**src/rtl/reg_write_arbiter.sv**
```systemverilog
// reg_write_arbiter
// Round-robin arbiter that lets NREQ requesters take turns writing one shared
// WIDTH-bit register. Each write takes one GRANT cycle followed by one IDLE
// cycle; data is sampled from the owner's slice on the GRANT exit edge.
//
// Ports:
//   clk       - clock, rising edge
//   rst_n     - asynchronous active-low reset
//   req       - level write request, bit i from requester i
//   wdata     - requester i data on [i*WIDTH +: WIDTH]
//   gnt       - registered one-hot grant (nonzero only in GRANT)
//   Q         - shared register contents
//   q_valid   - one-cycle pulse in the cycle after Q updates
//   owner     - index of the last granted requester
//   wr_count  - saturating count of completed writes
module reg_write_arbiter #(
    parameter int unsigned NREQ  = 4,
    parameter int unsigned WIDTH = 8,
    localparam int unsigned IdxW = $clog2(NREQ)
) (
    input  logic                  clk,
    input  logic                  rst_n,
    input  logic [NREQ-1:0]       req,
    input  logic [NREQ*WIDTH-1:0] wdata,
    output logic [NREQ-1:0]       gnt,
    output logic [WIDTH-1:0]      Q,
    output logic                  q_valid,
    output logic [IdxW-1:0]       owner,
    output logic [7:0]            wr_count
);

    typedef enum logic {StIdle, StGrant} state_e;

    state_e            state_q, state_d;
    logic [NREQ-1:0]   gnt_q, gnt_d;
    logic [WIDTH-1:0]  q_q, q_d;
    logic              q_valid_q, q_valid_d;
    logic [IdxW-1:0]   owner_q, owner_d;
    logic [IdxW-1:0]   ptr_q, ptr_d;
    logic [7:0]        wr_count_q, wr_count_d;

    logic              found_hi, found_lo;
    logic [IdxW-1:0]   win_hi, win_lo, winner;
    logic [WIDTH-1:0]  owner_data;
    logic [IdxW-1:0]   ptr_next;

    // Rotating priority: lowest requester at or above ptr wins; otherwise the
    // search wraps and the lowest requester overall wins.
    always_comb begin
        found_hi = 1'b0;
        found_lo = 1'b0;
        win_hi   = '0;
        win_lo   = '0;
        for (int i = 0; i < int'(NREQ); i++) begin
            if (!found_hi && req[i] && (IdxW'(i) >= ptr_q)) begin
                found_hi = 1'b1;
                win_hi   = IdxW'(i);
            end
            if (!found_lo && req[i]) begin
                found_lo = 1'b1;
                win_lo   = IdxW'(i);
            end
        end
        winner = found_hi ? win_hi : win_lo;
    end

    // Owner's data slice, selected without a variable part-select.
    always_comb begin
        owner_data = '0;
        for (int i = 0; i < int'(NREQ); i++) begin
            if (owner_q == IdxW'(i)) begin
                owner_data = wdata[i*WIDTH +: WIDTH];
            end
        end
    end

    assign ptr_next = (owner_q == IdxW'(NREQ - 1)) ? '0 : owner_q + IdxW'(1);

    always_comb begin
        state_d    = state_q;
        gnt_d      = gnt_q;
        q_d        = q_q;
        q_valid_d  = 1'b0;
        owner_d    = owner_q;
        ptr_d      = ptr_q;
        wr_count_d = wr_count_q;
        unique case (state_q)
            StIdle: begin
                gnt_d = '0;
                if (|req) begin
                    for (int i = 0; i < int'(NREQ); i++) begin
                        gnt_d[i] = (winner == IdxW'(i));
                    end
                    owner_d = winner;
                    state_d = StGrant;
                end
            end
            StGrant: begin
                // The write completes even if the owner has dropped req.
                q_d        = owner_data;
                gnt_d      = '0;
                ptr_d      = ptr_next;
                q_valid_d  = 1'b1;
                wr_count_d = (wr_count_q == 8'hFF) ? 8'hFF : wr_count_q + 8'd1;
                state_d    = StIdle;
            end
            default: begin
                state_d = StIdle;
                gnt_d   = '0;
            end
        endcase
    end

    always_ff @(posedge clk or negedge rst_n) begin
        if (!rst_n) begin
            state_q    <= StIdle;
            gnt_q      <= '0;
            q_q        <= '0;
            q_valid_q  <= 1'b0;
            owner_q    <= '0;
            ptr_q      <= '0;
            wr_count_q <= '0;
        end else begin
            state_q    <= state_d;
            gnt_q      <= gnt_d;
            q_q        <= q_d;
            q_valid_q  <= q_valid_d;
            owner_q    <= owner_d;
            ptr_q      <= ptr_d;
            wr_count_q <= wr_count_d;
        end
    end

    assign gnt      = gnt_q;
    assign Q        = q_q;
    assign q_valid  = q_valid_q;
    assign owner    = owner_q;
    assign wr_count = wr_count_q;

endmodule
```
**config.mk**
```make
export PLATFORM = sky130hd
export DESIGN_NAME = reg_write_arbiter
export DESIGN_NICKNAME = d
export VERILOG_FILES = /design/src/rtl/reg_write_arbiter.sv
export SDC_FILE = /design/constraint.sdc
export NUM_CORES = 1
export LEC_CHECK = 0
export ABC_AREA = 1
export CORE_MARGIN = 2
export CORE_UTILIZATION = 45
export CTS_CLUSTER_DIAMETER = 60
export DETAILED_ROUTE_END_ITERATION = 16
export PLACE_DENSITY = 0.93
export SETUP_SLACK_MARGIN = 0.4
export SYNTH_ARGS = -nofsm -noshare
export SYNTH_HDL_FRONTEND = slang
export SYNTH_SLANG_ARGS = --single-unit
```
**constraint.sdc**
```tcl
create_clock -name clk -period 3.05 [get_ports clk]
set_input_delay 0.61 -clock clk [delete_from_list [all_inputs] [get_ports clk]]
set_output_delay 0.61 -clock clk [all_outputs]
set_load 0.02 [all_outputs]
```
==> results of run 1 <==
## per-stage QoR
stage               cells  hold slack, ns  instance area [µm²]  worst slack [ns]  total power [W]
global route          316          0.5352                 2202            0.9220         0.002101
floorplan             211          0.3144                 1531             1.644         0.001301
CTS                   316          0.5004                 2202            0.9870         0.001959
finish                316          0.5007                 2202             1.016         0.001947
detailed placement    312          0.4643                 2150             1.271         0.001715
global placement      312          0.4630                 2150             1.340         0.001671
## path summary, 6_finish.rpt
path | startpoint | to | slack (ns)
max | owner[0]$_DFFE_PN0P_ | owner[0] | 1.02
min | Q[0]$_DFFE_PN0P_ | Q[0]$_DFFE_PN0P_ | 0.50
max reg2reg | owner[1]$_DFFE_PN0P_ | Q[2]$_DFFE_PN0P_ | 1.45
min reg2reg | Q[0]$_DFFE_PN0P_ | Q[0]$_DFFE_PN0P_ | 0.50
max in group asynchronous | rst_n | Q[3]$_DFFE_PN0P_ | 2.19
min in group asynchronous | rst_n | wr_count[6]$_DFFE_PN0P_ | 0.62
## metal layers
layer	routed length [µm]	vias to the layer above	part of all wire [%]
met5	0	-	0
met4	78	0	2.1
met3	128	8	3.4
met2	2025	34	54
met1	1538	680	41
li1	-	775	-
## synthesized netlist by cell type, drive strengths merged, types with 5 or more instances
cell	instances	area share (%)
nand3	16	6.0
buf	5	2.9
o21ai	5	2.4
inv	19	4.7
ha	5	4.1
nand2	89	22
a21oi	11	3.8
dfrtp	26	42
nor2	27	7.6
## power by group through the flow
stage	Sequential [W]	Clock, W	Combinational [W]
CTS	0.000608	0.000244	0.00111
floorplan	0.000735	0	0.000565
finish	0.000607	0.000239	0.00110
global placement	0.000609	0	0.00106
global route	0.000630	0.000255	0.00122
detailed placement	0.000612	0	0.00110
## layout make-up
type | count | share of cell area (%)
Multi-Input combinational cell | 160 | 34.60
Sequential cell | 26 | 29.55
Timing Repair Buffer | 61 | 27.61
Inverter | 19 | 3.239
Tap cell | 46 | 2.614
Clock inverter | 1 | 1.364
Clock buffer | 3 | 1.023
## flip-flops by register name (all words and copies together), names as in the netlist
register and flops:
ptr_q 2, owner 2, q_valid 1, gnt 4
state_q 1, wr_count 8, Q 8
## cells by family after synthesis
| kind of cell | synth area share, % |
|---|---|
| DFF | 42.48 |
| and+or+nand+nor | 37.34 |
| xor gates and xnor gates | 1.144 |
| AOI/OAI and AO/OA | 7.190 |
| adders and majority gates | 4.085 |
| buffers and inverters | 7.761 |
==> reports/qor.csv, run 1 <==
stage;metric;value;unit
clock_network;htree depth;1;
worst_setup_path;Worst Setup Start Kind;register;
global_routing;first-pass GRT wire length;6.334;mm
logic_synthesis;sequential area share after synthesis;42.48;%
route;Starting DRT DRC Count;45;
finish;layout cells sized above 1;5.926;%
floorplan;die area;0.003886;mm²
power_and_ir_drop;Power Density;884.0;mW/mm²
global_routing;number of global-route vias before repair;1460;
floorplan;initial core utilization;46.26;%
finish;ANT cells;0;
logic_synthesis;Post-synth ARST share;100.0;%
worst_setup_path;CP Data Arrival Time;1.42;ns
floorplan;Die Wd;62.34;µm
clock_network;postcts setup bufs;0;
placed_design;port bufs;60;
timing;final period utilization;66.68;%
clock_network;clk_lat worst skew;0.33;ns
global_routing;Top Usage Layer GRT;met2;
worst_hold_path;worst min path class;reg -> reg;
finish;area of the multi-input gates;762.0;µm²
logic_synthesis;Synth Register Bits;26;
logic_synthesis;EDFF count, synth;0;
route;routed wire length;3.771;mm
floorplan;# rows;21;
worst_setup_path;largest delay contributor family on the critical path;buffers and inverters;
finish;commonest non-fill, non-tap cell in the layout;nand2_1;
power_and_ir_drop;Psw;0.0008621;W
floorplan;IO Pins;61;
route;drt pass-1 iters;4;
logic_synthesis;Yosys cell types;25;
worst_setup_path;critical path's slowest cell;clkdlybuf4s50_1;
power_and_ir_drop;Comb power frac;56.5;%
run;number of max-cap violations;0;
clock_network;CTS tree;built;
worst_setup_path;CP endpoint kind;output pin;
timing;max-slew violations;0;
worst_setup_path;CP Buf/Inv Count;1;
clock_network;Clock transition at path regs;0.14;ns
finish;area delta synth->final;43.79;%
timing;final setup fails;0;
timing;clk_skew;0.005828;ns
clock_network;Max Buffers Root-to-Sink;2;
finish;most frequent cells in the layout;nand2_1, clkdlybuf4s50_1, dfrtp_1;
placed_design;placer congestion estimate;0.8209;
clock_network;post-cts sizing count;0;
worst_setup_path;required time worst endpoint;2.44;ns
clock_network;CTS Buf Count;3;
worst_setup_path;Levels on crit path;1;
logic_synthesis;Mapped Area;0.001531;mm²
route;Avg WL per Cell;11.93;µm
logic_synthesis;syn_nets;254;
finish;Final #Nets;314;
timing;Tightest Pin Transition;0.3965;ns
worst_setup_path;R2R depth;9;
global_routing;met2 Use GR;38.04;%
worst_hold_path;Worst Hold Depth;2;
timing;RSZ-0062 raised after global routing;no;
global_routing;met1 usage;23.26;%
timing;final worst path period need;2.034;ns
clock_network;CTS Hold Buffers Added;0;
logic_synthesis;Mapped Cells;211;
route;residual DRC count;0;
logic_synthesis;Mean Syn Cell Area;7.258;µm²
route;routed vias/inst;4.737;
worst_setup_path;Worst Path Max Fanout;6;
global_routing;largest net degree at the start of global routing;27;
global_routing;antenna violations before repair;0;
worst_setup_path;Crit Path Class;reg -> out;
floorplan;core area;0.003311;mm²
finish;Filler cells;301;
worst_setup_path;Slowest Stage Delay on Critical Path;0.64;ns
worst_setup_path;crit path cell chain;clkdlybuf4s50_1;
route;Final ANT Viol Nets;0;
power_and_ir_drop;maximum VDD drop;0.0005631;V
power_and_ir_drop;sequential power share;31.2;%
clock_network;CTS root buffer;clkbuf_4;
clock_network;Clock Sinks;26;
global_routing;GR Overflow Total;0;
timing;endpoints failing hold;0;
placed_design;Post-DP HPWL;2.966;mm
floorplan;die span in y;62.34;µm
status;status;completed;
global_routing;met3 Usage GRT;2.355;%
logic_synthesis;Ys Warns;0;
timing;Slew Limit Headroom;73.57;%
power_and_ir_drop;Clk pwr share;12.3;%
timing;Fin Setup TNS;0;ns
power_and_ir_drop;P_leak;1.111;nW
finish;Finished Core Util;66.52;%
finish;sequential standard cell area;650.6;µm²
power_and_ir_drop;internal power;0.001085;W
route;DR vias;1497;
global_routing;GRT Resource Usage Total;20.10;%
power_and_ir_drop;Switching Fraction;44.28;%
timing;fmax;491.7;MHz
logic_synthesis;main flop type after synthesis;dfrtp_1;
No activity file was read; power rests on OpenSTA's default activity.
==> inputs of run 2 (changes only) <==
--- a/config.mk
+++ b/config.mk
@@ -7,10 +7,10 @@
 export LEC_CHECK = 0
 export ABC_AREA = 1
 export CORE_MARGIN = 2
-export CORE_UTILIZATION = 45
+export CORE_UTILIZATION = 43
 export CTS_CLUSTER_DIAMETER = 60
 export DETAILED_ROUTE_END_ITERATION = 16
-export PLACE_DENSITY = 0.93
+export PLACE_DENSITY = 0.9
 export SETUP_SLACK_MARGIN = 0.4
 export SYNTH_ARGS = -nofsm -noshare
 export SYNTH_HDL_FRONTEND = slang
==> constraint.sdc (replaced) <==
create_clock -name clk -period 1.9 [get_ports clk]
set_input_delay 0.38 -clock clk [delete_from_list [all_inputs] [get_ports clk]]
set_output_delay 0.38 -clock clk [all_outputs]
set_load 0.02 [all_outputs]
==> run 2 against run 1 <==
  * Sequential share of layout area is 0.82 points higher
  * Total power is 48% higher
  * First-iteration DRC count grew to 2.7 times the previous value
==> reports/qor.csv, run 2 (synthesis gave the netlist of run 1 again) <==
stage;metric;value;unit
clock_network;CTS tree;built;
worst_setup_path;Worst Path Max Fanout;4;
route;DR vias;1523;
timing;clk_skew;0.003376;ns
finish;most frequent cells in the layout;nand2_1, clkdlybuf4s50_1, nor2_1;
finish;area delta synth->final;40.44;%
status;status;completed;
timing;Fin Setup TNS;0;ns
route;routed wire length;3.644;mm
route;residual DRC count;0;
worst_setup_path;required time worst endpoint;1.52;ns
power_and_ir_drop;maximum VDD drop;0.0008247;V
timing;Min Hold Slack;0.3928;ns
clock_network;clk_lat worst skew;0.32;ns
global_routing;antenna violations before repair;0;
placed_design;Post-DP HPWL;2.876;mm
clock_network;Max Buffers Root-to-Sink;2;
floorplan;IO Pins;61;
worst_setup_path;critical path's slowest cell;dfrtp_1;
placed_design;port bufs;60;
global_routing;GR Overflow Total;0;
route;Final ANT Viol Nets;0;
worst_hold_path;worst min path class;in -> async;
floorplan;die area;0.004055;mm²
floorplan;initial core utilization;45.18;%
route;routed vias/inst;4.804;
global_routing;largest net degree at the start of global routing;27;
finish;area of the multi-input gates;767.0;µm²
route;Avg WL per Cell;11.50;µm
worst_setup_path;CP Buf/Inv Count;1;
timing;RSZ-0062 raised after global routing;no;
placed_design;placer congestion estimate;0.8493;
global_routing;GRT Resource Usage Total;19.71;%
timing;Tightest Pin Transition;0.3946;ns
global_routing;number of global-route vias before repair;1449;
worst_setup_path;crit path cell chain;clkdlybuf4s15_1;
worst_setup_path;CP endpoint kind;output pin;
clock_network;postcts setup bufs;0;
clock_network;CTS Buf Count;3;
clock_network;Clock Sinks;26;
floorplan;core area;0.003390;mm²
route;Starting DRT DRC Count;120;
finish;fin cells;317;
clock_network;CTS Hold Buffers Added;0;
power_and_ir_drop;P_leak;1.148;nW
timing;final period utilization;76.34;%
timing;Slew Limit Headroom;73.70;%
finish;Finished Core Util;63.46;%
power_and_ir_drop;Final Power;0.002875;W
worst_setup_path;largest delay contributor family on the critical path;flip-flops;
finish;layout cells sized above 1;11.07;%
finish;ANT cells;0;
clock_network;htree depth;1;
worst_setup_path;Worst Setup Start Kind;register;
worst_setup_path;CP Data Arrival Time;1.07;ns
timing;max-slew violations;0;
timing;endpoints failing hold;0;
clock_network;Clock transition at path regs;0.14;ns
worst_setup_path;Slowest Stage Delay on Critical Path;0.42;ns
clock_network;CTS root buffer;clkbuf_4;
floorplan;# rows;21;
timing;final setup fails;0;
finish;commonest non-fill, non-tap cell in the layout;nand2_1;
timing;fmax;689.4;MHz
power_and_ir_drop;Power Density;1337;mW/mm²
finish;sequential standard cell area;653.1;µm²
floorplan;die span in y;63.68;µm
finish;Final #Nets;315;
placed_design;Placed Cells incl. Taps;313;
worst_setup_path;Crit Path Class;reg -> out;
timing;final worst path period need;1.450;ns
global_routing;first-pass GRT wire length;6.410;mm
floorplan;Die Wd;63.68;µm
route;drt pass-1 iters;4;
finish;Filler cells;299;
run;number of max-cap violations;0;
-- run 2: path summary, 6_finish.rpt --
check                                        start                       to  slack (ns)  cells past startpoint
max in group asynchronous                    rst_n     owner[0]$_DFFE_PN0P_        1.25                      2
max reg2reg                   owner[0]$_DFFE_PN0P_         Q[5]$_DFFE_PN0P_        0.53                      8
min in group clk                  Q[2]$_DFFE_PN0P_         Q[2]$_DFFE_PN0P_        0.49                      2
min                                          rst_n  wr_count[7]$_DFFE_PN0P_        0.39                      2
max                        wr_count[1]$_DFFE_PN0P_              wr_count[1]        0.45                      1
min reg2reg                       Q[2]$_DFFE_PN0P_         Q[2]$_DFFE_PN0P_        0.49                      2
-- run 2: through the flow --
step	setup WS, ns	cell area, µm²
after detailed placement	0.3609	2157
after global routing	0.4035	2151
final	0.4495	2151
after CTS	0.3613	2168
after global placement	0.4050	2157
after floorplan	0.4942	1531
-- run 2: layout make-up --
type                       instances  share of cell area, %
multi-input combinational        160                  35.66
sequential                        26                  30.37
timing repair buffer              62                  26.29
inverter                          19                  3.316
tap                               46                  2.676
clock buffer                       4                  1.687
-- run 2: routing by layer --
| layer | global-route usage [%] | vias up | share of wire, % |
|---|---|---|---|
| met4 | 6.793 | 0 | 2.4 |
| met3 | 2.321 | 8 | 2.9 |
| met1 | 23.80 | 708 | 43 |
| li1 | - | 774 | - |
| met2 | 35.92 | 33 | 52 |
| met5 | 0 | - | 0 |
-- run 2: where the power goes --
part	internal, W	switching [W]	total [W]
sequential	0.000776	0.000202	0.000978
clock	0.000117	0.000166	0.000283
combinational	0.000624	0.000990	0.00161
-- run 2: timing repair --
| item | 4_1_cts | 5_1_grt |
|---|---|---|
| setup endpoints to repair | 26 | 18 |
| hold endpoints to repair | 0 | 0 |
| resized for setup | 26 | 20 |
